$ cat config.mk
export PLATFORM = sky130hd
export DESIGN_NAME = right_shift_register
export DESIGN_NICKNAME = d
export VERILOG_FILES = /design/src/rtl/right_shift_register_pkg.sv /design/src/rtl/right_shift_register.sv
export SDC_FILE = /design/constraint.sdc
export NUM_CORES = 1
export LEC_CHECK = 0
export BUFFER_PORTS_ARGS = -buffer_cell sky130_fd_sc_hd__buf_2
export CORE_AREA = 2 2 39 41
export CTS_BUF_LIST = sky130_fd_sc_hd__clkbuf_4
export DETAILED_ROUTE_END_ITERATION = 8
export DIE_AREA = 0 0 41 43
export HOLD_SLACK_MARGIN = 0.06
export SYNTH_ARGS = -nofsm -noshare
export SYNTH_HDL_FRONTEND = slang
export SYNTH_SLANG_ARGS = --single-unit
$ cat constraint.sdc
create_clock -name clk -period 0.9 [get_ports clk]
set_clock_uncertainty 0.1 [all_clocks]
set_input_delay 0.18 -clock clk [delete_from_list [all_inputs] [get_ports clk]]
set_output_delay 0.18 -clock clk [all_outputs]
set_load 0.01 [all_outputs]
$ cat src/rtl/right_shift_register_pkg.sv
// Shared constants for the right_shift_register block.
package right_shift_register_pkg;

    // Width used when a parent does not override WIDTH; must be 2 or more.
    localparam int DEFAULT_WIDTH = 4;

endpackage

$ cat src/rtl/right_shift_register.sv
// Parallel-load, logical right-shift register; q[0] is the serial-out bit
// when serializing a word LSB-first.
module right_shift_register
    import right_shift_register_pkg::*;
#(
    parameter int WIDTH = DEFAULT_WIDTH
) (
    input  logic             clk,
    input  logic             rst,
    input  logic             load,
    input  logic [WIDTH-1:0] d,
    input  logic             shift_en,
    output logic [WIDTH-1:0] q
);

    // Priority: reset, then load, then shift; load beats shift in the same cycle.
    always_ff @(posedge clk) begin
        if (rst) begin
            q <= '0;
        end else if (load) begin
            q <= d;
        end else if (shift_en) begin
            q <= {1'b0, q[WIDTH-1:1]};
        end
    end

endmodule

==> results.sh <==
export IMPL_status="finished with violations"
export IMPL_violations="setup timing"
export IMPL_dp_final_hpwl_um=332
export IMPL_synthTopCellsByArea="dfxtp_1 (46%), mux2i_1 (17%), a211oi_1 (13%), nor2b_1 (11%), or3b_1 (5.1%)"
export IMPL_synth_xor_area_share=0
export IMPL_tightest_slew_ps=180
export IMPL_rsz0062_at_grt="true"
export IMPL_largest_reg_flops=4
export IMPL_cts_tree="built"
export IMPL_required_ps=620
export IMPL_reg2regPathDepth=2
export IMPL_insertion_delay_ps=230
export IMPL_startpoint_type="register"
export IMPL_whs_endpoint="q[3]"
export IMPL_grt_pass1_vias=160
export IMPL_slew_violations=0
export IMPL_wl_um=424
export IMPL_drt_pass1_iter_count=4
export IMPL_async_flop_share=0
export IMPL_cts_root_buf="clkbuf_4"
export IMPL_regMostFlops="q"
export IMPL_placed_cells=47
export IMPL_ys_seq_elements=4
export IMPL_place_ws_ps=-54.0
export IMPL_fill_cells=148
export IMPL_die_x_um=41
export IMPL_dr_first_iter_drc_count=3
export IMPL_core_rowCount=14
export IMPL_die_area_sq_um=1760
export IMPL_hp_class="primary input to register"
export IMPL_grt_pass1_wl_um=648
export IMPL_fmax_ghz=0.965
export IMPL_grt_max_degree=5
export IMPL_synth_seq_area_share=0.464
export IMPL_synth_ff_type="dfxtp_1"
export IMPL_cts_max_level=1
export IMPL_setup_viol=5
export IMPL_p_leak_nw=0.157
export IMPL_io_buffers=11
export IMPL_core_area_sq_um=1380
export IMPL_seq_area_sq_um=85.1
export IMPL_r2r_slack_ps=-50
export IMPL_power_mw=0.520
export IMPL_end_kind="output pin"
export IMPL_fin_ws_ps=-136
export IMPL_multi_input_comb_area_sq_um=92.6
export IMPL_grt_ovfl_total=0
export IMPL_slew_headroom=0.879
export IMPL_place_area_sq_um=272
export IMPL_die_y_um=43
export IMPL_synth_compound_area_frac=0.159
export IMPL_drv_cap=0
export IMPL_vias_per_cell=3.43
export IMPL_synth_area_sq_um=173
export IMPL_syn_to_final_growth_pct=97.8
export IMPL_n_antenna_cell=0
export IMPL_synth_top_family_by_area="simple AND/OR/NAND/NOR gates"
export IMPL_antenna_found_initial=0
export IMPL_cts_sinks=4
export IMPL_r2r_start="q[3]"
export IMPL_ios=12
export IMPL_hold_viol_final=0
export IMPL_timing_final_crit_share=1.15
export IMPL_power_density_nw_per_um2=1520
export IMPL_yosysMostFrequentCell="dfxtp_1"
export IMPL_start_util=0.125
export IMPL_synth_cells=17
export IMPL_r2r_end="q[3]"
export IMPL_synthAdderAreaFrac=0
export IMPL_cts_inserted_buffers=3
export IMPL_top_regs="q: 4 flops"
export IMPL_fin_nets=45
export IMPL_hold_path_depth=2
export IMPL_drc=0
export IMPL_wl_per_cell_um=8.31
export IMPL_syn_num_nets=25
export IMPL_cp_arrival_ps=760
export IMPL_min_delay_start="rst"
export IMPL_synth_common_cells="dfxtp_1 (4), a211oi_1 (3), mux2i_1 (3), nor2b_1 (3)"
export IMPL_drive_gt1_frac=0.657
export IMPL_clkTransAtPathRegs_ps=40
export IMPL_ir_worst_vdd_mv=0.350
export IMPL_synthDistinctLibCells=8
export IMPL_synth_top_area_share=0.464
export IMPL_synthMuxAreaShare=0.174
export IMPL_synth_edf_count=0
export IMPL_vias=175
export IMPL_fin_cells=51
export IMPL_finish_instance_area_sq_um=342
export IMPL_place_congestion=0.663
export IMPL_clk_path_buf_depth=2
export IMPL_ys_warn_count=0
export IMPL_syn_area_per_cell_sq_um=10.2
export IMPL_worst_setup_path_type="register to output pin"
export IMPL_grt_usage=0.0653
export IMPL_yosys_area_top_type="dfxtp_1"
export IMPL_synth_simple_area_share=0.181
export IMPL_ant_nets=0
export IMPL_crit_fanout=2
export IMPL_min_period_ps=1040
[layout by cell type (no fill, tap or decap), drive strengths merged]
cell type and n:
mux2i 3, or3b 1, buf 15, a21oi 1, inv 1, clkbuf 3, nand2 1, dfxtp 4
nor2b 3, a211oi 3
[stage by stage]
stage | hold WS [ps] | util | setup TNS (ps)
4_1_cts | 37.7 | 0.241 | -342
3_3_place_gp | 281 | 0.196 | -98.1
6_report | 41.3 | 0.247 | -321
5_1_grt | 57.9 | 0.247 | -463
3_5_place_dp | 286 | 0.196 | -133
2_1_floorplan | 142 | - | -51.3
[power breakdown]
part / switching (mW) / internal, mW
Clock: 0.0698 / 0.149
Combinational: 0.0358 / 0.0633
Sequential: 0.00922 / 0.193
[routing by layer]
| metal | vias to the layer above | track usage | routed length [um] |
|---|---|---|---|
| li1 | 98 | - | - |
| met1 | 67 | 0.0868 | 195 |
| met2 | 10 | 0.0531 | 158 |
| met3 | 0 | 0.0314 | 70 |
| met4 | 0 | 0.100 | 0 |
| met5 | - | 0 | 0 |
[timing repair]
action / 4_1_cts / 5_1_grt
pin swaps: 0 / 2
buffers inserted: 1 / 0
endpoints found under the hold margin: 4 / 2
setup endpoints to repair: 5 / 7
resized for setup: 8 / 2
[worst max-delay path by stage]
stage / slack, ps / to / startpoint / cells past startpoint
2_1_floorplan: -50 / q[3] / q[3] / 2
3_3_place_gp: -60 / q[3] / shift_en / 3
3_5_place_dp: -50 / q[3] / shift_en / 3
4_1_cts: -150 / q[3] / q[3] / 2
5_1_grt: -160 / q[3] / q[3] / 2
6_report: -140 / q[3] / q[3] / 2
[worst max-delay path, cell delays in order, from the launching register on]
cell and delay [ps]:
dfxtp_2 310, buf_6 110, buf_6 110
[final cells by class]
cell class,instances,share of cell area
Clock buffer,3,0.0659
Inverter,1,0.0110
Multi-Input combinational cell,12,0.271
Sequential cell,4,0.249
Tap cell,16,0.0586
Timing Repair Buffer,15,0.344
[cell families (layout without fill, tap and decap cells)]
logic type             count (synthesis)  after routing
buffers and inverters                  1             19
AND/OR/NAND/NOR                        5              5
AO/OA/AOI/OAI                          4              4
multiplexers                           3              3
flip-flops                             4              4
No activity file was read; power rests on OpenSTA's default activity.
